File: src/rtl/wb_write_queue.sv
// Writeback write queue: buffers register-write requests and drains one per cycle into the register bank.
// Optional build macro WBQ_XZR_DROP_EN: writes to register 31 are accepted but silently discarded.
module wb_write_queue #(
    parameter int DEPTH = 4,
    parameter int n     = 63,
    parameter int AW    = 2
) (
    input  logic          clk,
    input  logic          rst,
    input  logic          in_valid,
    output logic          in_ready,
    input  logic [4:0]    in_reg,
    input  logic [n:0]    in_data,
    input  logic          wb_stall,
    output logic          RegWrite,
    output logic [4:0]    WriteRegister,
    output logic [n:0]    WriteData,
    input  logic [4:0]    fwd_reg,
    output logic          fwd_hit,
    output logic [n:0]    fwd_data,
    output logic [AW:0]   q_count
);

    localparam logic [AW:0] FULL_COUNT = (AW+1)'(DEPTH);
    localparam logic [4:0]  XZR        = 5'd31;

    logic [4:0]    r_regQ  [DEPTH];
    logic [n:0]    r_dataQ [DEPTH];
    logic [AW-1:0] r_wrPtr;
    logic [AW-1:0] r_rdPtr;
    logic [AW:0]   r_count;
    logic          r_regWrite;
    logic [4:0]    r_writeRegister;
    logic [n:0]    r_writeData;

    logic          w_push;
    logic          w_store;
    logic          w_pop;
    logic          w_fwdHit;
    logic [n:0]    w_fwdData;

    assign in_ready = (r_count < FULL_COUNT);
    assign w_push   = in_valid && in_ready;
    assign w_pop    = (r_count != '0) && !wb_stall;

`ifdef WBQ_XZR_DROP_EN
    assign w_store  = w_push && (in_reg != XZR);
`else
    assign w_store  = w_push;
`endif

    // Entry storage carries no reset: validity is tracked purely by the count.
    always_ff @(posedge clk) begin
        if (w_store) begin
            r_regQ[r_wrPtr]  <= in_reg;
            r_dataQ[r_wrPtr] <= in_data;
        end
    end

    always_ff @(posedge clk or posedge rst) begin
        if (rst) begin
            r_wrPtr <= '0;
            r_rdPtr <= '0;
            r_count <= '0;
        end else begin
            if (w_store) begin
                r_wrPtr <= r_wrPtr + 1'b1;
            end
            if (w_pop) begin
                r_rdPtr <= r_rdPtr + 1'b1;
            end
            case ({w_store, w_pop})
                2'b10:   r_count <= r_count + 1'b1;
                2'b01:   r_count <= r_count - 1'b1;
                default: r_count <= r_count;
            endcase
        end
    end

    // Output stage feeding the bank; index and data hold when nothing is popped.
    always_ff @(posedge clk or posedge rst) begin
        if (rst) begin
            r_regWrite      <= 1'b0;
            r_writeRegister <= '0;
            r_writeData     <= '0;
        end else if (w_pop) begin
            r_regWrite      <= 1'b1;
            r_writeRegister <= r_regQ[r_rdPtr];
            r_writeData     <= r_dataQ[r_rdPtr];
        end else begin
            r_regWrite      <= 1'b0;
        end
    end

    // Scan oldest to youngest so that a later match overrides an earlier one.
    always_comb begin
        logic [AW-1:0] slot;
        w_fwdHit  = 1'b0;
        w_fwdData = '0;
        slot      = '0;
        if (r_regWrite && (r_writeRegister == fwd_reg)) begin
            w_fwdHit  = 1'b1;
            w_fwdData = r_writeData;
        end
        for (int i = 0; i < DEPTH; i++) begin
            slot = r_rdPtr + i[AW-1:0];
            if ((i[AW:0] < r_count) && (r_regQ[slot] == fwd_reg)) begin
                w_fwdHit  = 1'b1;
                w_fwdData = r_dataQ[slot];
            end
        end
`ifdef WBQ_XZR_DROP_EN
        if (fwd_reg == XZR) begin
            w_fwdHit  = 1'b0;
            w_fwdData = '0;
        end
`endif
    end

    assign RegWrite      = r_regWrite;
    assign WriteRegister = r_writeRegister;
    assign WriteData     = r_writeData;
    assign fwd_hit       = w_fwdHit;
    assign fwd_data      = w_fwdData;
    assign q_count       = r_count;

endmodule

File: config.mk
export PLATFORM = sky130hd
export DESIGN_NAME = wb_write_queue
export DESIGN_NICKNAME = d
export VERILOG_FILES = /design/src/rtl/wb_write_queue.sv
export SDC_FILE = /design/constraint.sdc
export NUM_CORES = 1
export LEC_CHECK = 0
export CORE_MARGIN = 2
export CORE_UTILIZATION = 23
export CTS_CLUSTER_DIAMETER = 200
export DETAILED_ROUTE_END_ITERATION = 8
export GPL_ROUTABILITY_DRIVEN = 0
export PLACE_DENSITY_LB_ADDON = 0.1
export SLEW_MARGIN = 10
export SYNTH_ARGS = -nofsm -noshare
export SYNTH_HDL_FRONTEND = slang
export SYNTH_SLANG_ARGS = --single-unit
File: constraint.sdc
create_clock -name clk -period 7.4 [get_ports clk]
set_input_delay 1.48 -clock clk [delete_from_list [all_inputs] [get_ports clk]]
set_output_delay 1.48 -clock clk [all_outputs]
set_load 0.05 [all_outputs]
[After elaboration in Yosys (flattened, before gate mapping)]
Memory sizes are Yosys's and may differ from the RTL's.
Cells that the tools add are included.
Word-level totals
  register bits after elaboration: 77
  bits in writable memories: 276
  input bits: 78
  output and inout bits: 139
  memories: 2
Operators by class
  add/sub/neg operators: 6
  $lt $le $gt $ge: 5
  eq/ne operators: 7
  muxes and demuxes: 14
  reduce and logical (&&, ||, !) cells: 10
Memories
  r_dataQ: depth 4, width 64, read ports 4, clocked after memory_dff 0, write ports 1, line 28  | logic [n:0] r_dataQ [DEPTH];
  r_regQ: depth 4, width 5, read ports 4, clocked after memory_dff 0, write ports 1, line 27  | logic [4:0] r_regQ [DEPTH];
Operators with widths (count)
  $mux W64: 5
  $eq A5 B5 Y1: 5
  $mux W1: 8
  $logic_and A1 B1 Y1: 7
  $lt A1 B3 Y1 const A: 2
  $lt A2 B3 Y1 const A: 2
  $pmux W3 S2: 1
  $add A2 B1 Y2 const B: 2
  $add A2 B2 Y2 const B: 2
  $add A3 B1 Y3 const B: 1
  $lt A3 B3 Y1 const B: 1
  $reduce_bool A3 Y1: 1
  $sub A3 B1 Y3 const B: 1
  $eq A2 B1 Y1 const B: 1
  $eq A2 B2 Y1 const B: 1
  $reduce_bool A2 Y1: 1
  $logic_not A1 Y1: 1

[Depth between registers and ports, before layout]
  depth in word-level cells: 7
  mapped depth: 12
  gate-level depth less buffers: 8

[Least setup slack after synthesis]
OpenSTA, ideal clock, no wires.
  kind: input port to output port
  start: input port fwd_reg[1]
  end: output port fwd_data[13]
  arrival time: 4.209 ns
  data required time: 5.920 ns
  path slack: 1.711 ns
  stages: 9
  buffers on the path: 3
  cells stage by stage: clkbuf_1 -> and2_1 -> mux2_2 -> o21ai_0 -> or3_1 -> buf_4 -> clkbuf_1 -> a21oi_1 -> o32ai_1
On the way
  cells in the longest elaborated chain, start to end: 7
Ends and longest elaborated chain
  start: declaration: line 18  | input logic [4:0] fwd_reg,
  $eq A5 B5 Y1: line 101  | if (r_regWrite && (r_writeRegister == fwd_reg)) begin
  $logic_and A1 B1 Y1: line 101
  $mux W64: line 101
  $mux W64 (3 in a row): line 107  | if ((i[AW:0] < r_count) && (r_regQ[slot] == fwd_reg)) begin
  $mux W64 (*): line 107
  end: declaration: line 20  | output logic [n:0] fwd_data,
Mark *: on every way between the ends. The rest lies on a longest branch, timed or not.

[Final worst setup path]
  start: input port fwd_reg[1]
  end: output port fwd_data[33]
Same word-level chain as after synthesis.

==> key figures <==
Clock network
  – Post-CTS setup buffers: 0
  – Clock buffer count from CTS: 48
  – CTS tree: yes
  – Clock-pin slew on the worst setup and hold paths: 50 ps
  – Worst-Skew Late Latency: 580 ps
  – CTS root buf: clkbuf_16
  – PostCTS Resize Cnt: 0
  – Clock sink total: 353
  – CTS Hold Bufs: 0
  – CTS max path bufs: 3
  – Htree depth: 2

Yosys
  – Synth cell count leaders: 276 x edfxtp_1, 276 x nand2_1, 203 x mux2i_1
  – Seq/Total Area, Yosys: 51.19%
  – EDFF count, synth: 276
  – Yosys reg bits: 353
  – Cell taking the most area after synthesis: edfxtp_1
  – Post-synth cell types: 36
  – Synth async-reset ratio: 21.81%
  – Mean Syn Cell Area: 10.60 sq um
  – Synth Flop Type: edfxtp_1
  – Synth top area share: 41.53%
  – Syn Std Cell Area: 19950 sq um
  – Yosys warns: 0
  – Post-Syn Nets: 1970
  – Synth top area cells: edfxtp_1 42%, mux2i_1 10%, dfrtp_1 9.7%
  – Syn Inst Count: 1883

Critical path
  – Crit Path Max Fanout: 28
  – Crit. End Element: output pin
  – WP data required: 5920 ps
  – RR Startpoint: q_count[2]
  – Critical Path AT: 5100 ps
  – WS Path Type: primary input to output pin
  – CP startpoint: fwd_reg[1]
  – Type of element launching the critical path: primary input

Die
  – Core ar.: 86350 sq um
  – Chip width: 298.5 um
  – Initial Util: 23.11%
  – Die ar.: 89130 sq um
  – IO Count: 217
  – Row count: 108
  – Die height: 298.5 um

Layout
  – Core Util, Final: 28.70%
  – Area of the multi-input gates: 8930 sq um
  – Post-route non-filler standard cell count: 3203
  – Final instance area: 24780 sq um
  – Nets: 2094
  – Fill count: 8850
  – Layout area overhead: 24.18%
  – FF/Latch Area: 10220 sq um
  – Fraction of layout cells with a size suffix above 1: 10.99%

STA
  – Final setup fails: 0
  – Clk_skew: 26.09 ps
  – Total negative slack: 0 ps
  – Final Max Tran Viols: 0
  – RSZ-0062 raised after global routing: false
  – Period Utilization, post-route: 88.98%
  – Final Hold Fails: 0
  – Worst slew pin tran: 1129 ps
  – FMAX: 151.9 MHz
  – Max-slew headroom: 24.73%
  – Tmin final: 6584 ps

Routing
  – Residual DRC count: 0
  – Routed wire length per instance: 21.55 um
  – Initial DRC Count: 978
  – Via density per instance: 4.848
  – Via count: 15527
  – Final wirelength: 69030 um
  – Pre-antenna DRT Iters: 5
  – Routed Antenna Nets: 0

Run
  – Max Cap Viol: 0

GRT
  – First-pass GRT wire length: 101700 um
  – Initial antenna violation count: 6
  – Global route total overflow: 0
  – Overall Global Routing Usage: 15.08%
  – Vias in the first global route: 15657
  – Largest net degree at the start of global routing: 145

Place
  – Post-Place Cells: 3112
  – DP Wirelength: 40070 um
  – Port-buffer cells: 216
  – Placed Area: 23210 sq um

Power
  – VDD IR-drop max: 0.2809 mV
  – Total power: 11.77 mW
  – Cell Pwr Density: 475.2 nW/um^2
  – P_leak: 8.659 nW

Worst hold path
  – Hold Crit Start: WriteData[14]
  – Hold Path Class: flop to flop

Run status
  – Status: completed
registers in the layout (all words and copies together), names as in the netlist:
| name | count |
|---|---|
| r_rdPtr | 2 |
| WriteData | 64 |
| q_count | 3 |
| WriteRegister | 5 |
| RegWrite | 1 |
| r_regQ | 20 |
| r_wrPtr | 2 |
| r_dataQ | 256 |
power by group:
group          switching, mW  internal [mW]
combinational           4.32           2.16
clock                  0.898           1.42
sequential             0.382           2.59
total                   5.59           6.18
path summary, 6_finish.rpt:
path / to / slack (ps) / depth (start not counted)
max: fwd_data[33] / 820 / 9
min: WriteData[14] / 510 / 2
max reg2reg: r_dataQ[0][12] / 4560 / 3
min reg2reg: WriteData[14] / 510 / 2
max in group asynchronous: r_rdPtr[0] / 4680 / 3
min in group asynchronous: WriteData[34] / 1370 / 2
metrics by stage:
step,setup slack [ps],hold WS [ps]
4_1_cts,806.3,513.5
6_report,815.5,510.7
3_3_place_gp,771.9,490.7
5_1_grt,619.8,540.5
2_1_floorplan,1711,579.6
3_5_place_dp,809.3,500.6
cells in the final DEF, fill, tap and decap left out, drive strengths merged:
cell and instances:
mux4 12, dfrtp 77, nor2b 4, xor2 13
o21a 4, a2111oi 1, a311oi 64, bufinv 5
edfxtp 276, a21oi 69, xnor2 18, or3 2
nand2 276, nor3 135, buf 39, clkinvlp 2
nand2b 3, mux2i 203, diode 1, nor2 128
and2 5, clkdlybuf4s50 214, a211oi 64, ha 9
nor4 3, inv 10, o32ai 64, clkinv 11
clkbuf 71, mux2 71, o21ai 192, and3 1
a21o 1
worst max-delay path, stage by stage:
cell and delay, ps:
clkdlybuf4s50_1 510, and2_1 220, mux2_2 250, o21ai_0 370, or3_4 470, buf_12 300, a21oi_1 70, o32ai_1 500
clkdlybuf4s50_1 900
area by class of cell:
type	instances	area share, %
Multi-Input combinational cell	1342	36.04
Inverter	9	0.1666
Timing Repair Buffer	253	10.38
Sequential cell	353	41.25
Tap cell	1155	5.832
Antenna cell	1	0.01010
Clock inverter	19	0.9140
Clock buffer	71	5.403
logic make-up (layout without fill, tap and decap cells):
logic type	after synthesis	after routing	synth area share, %
AO/OA/AOI/OAI	459	459	15.31
flip-flops	353	353	51.19
buffers and inverters	188	352	4.452
other	0	1	0
XOR/XNOR	31	31	1.361
multiplexers	286	286	15.54
AND/OR/NAND/NOR	557	557	11.58
adder cells (fa/ha/maj)	9	9	0.5643
metal layers:
metal	vias up	part of all wire (%)	wire length, um	track usage, %
li1	7328	-	-	-
met1	7684	44	30440	18.93
met2	403	48	33300	26.04
met3	102	5.2	3603	3.170
met4	10	2.4	1632	4.307
met5	-	0.085	59	0
Power figures use the tool's default switching activity.
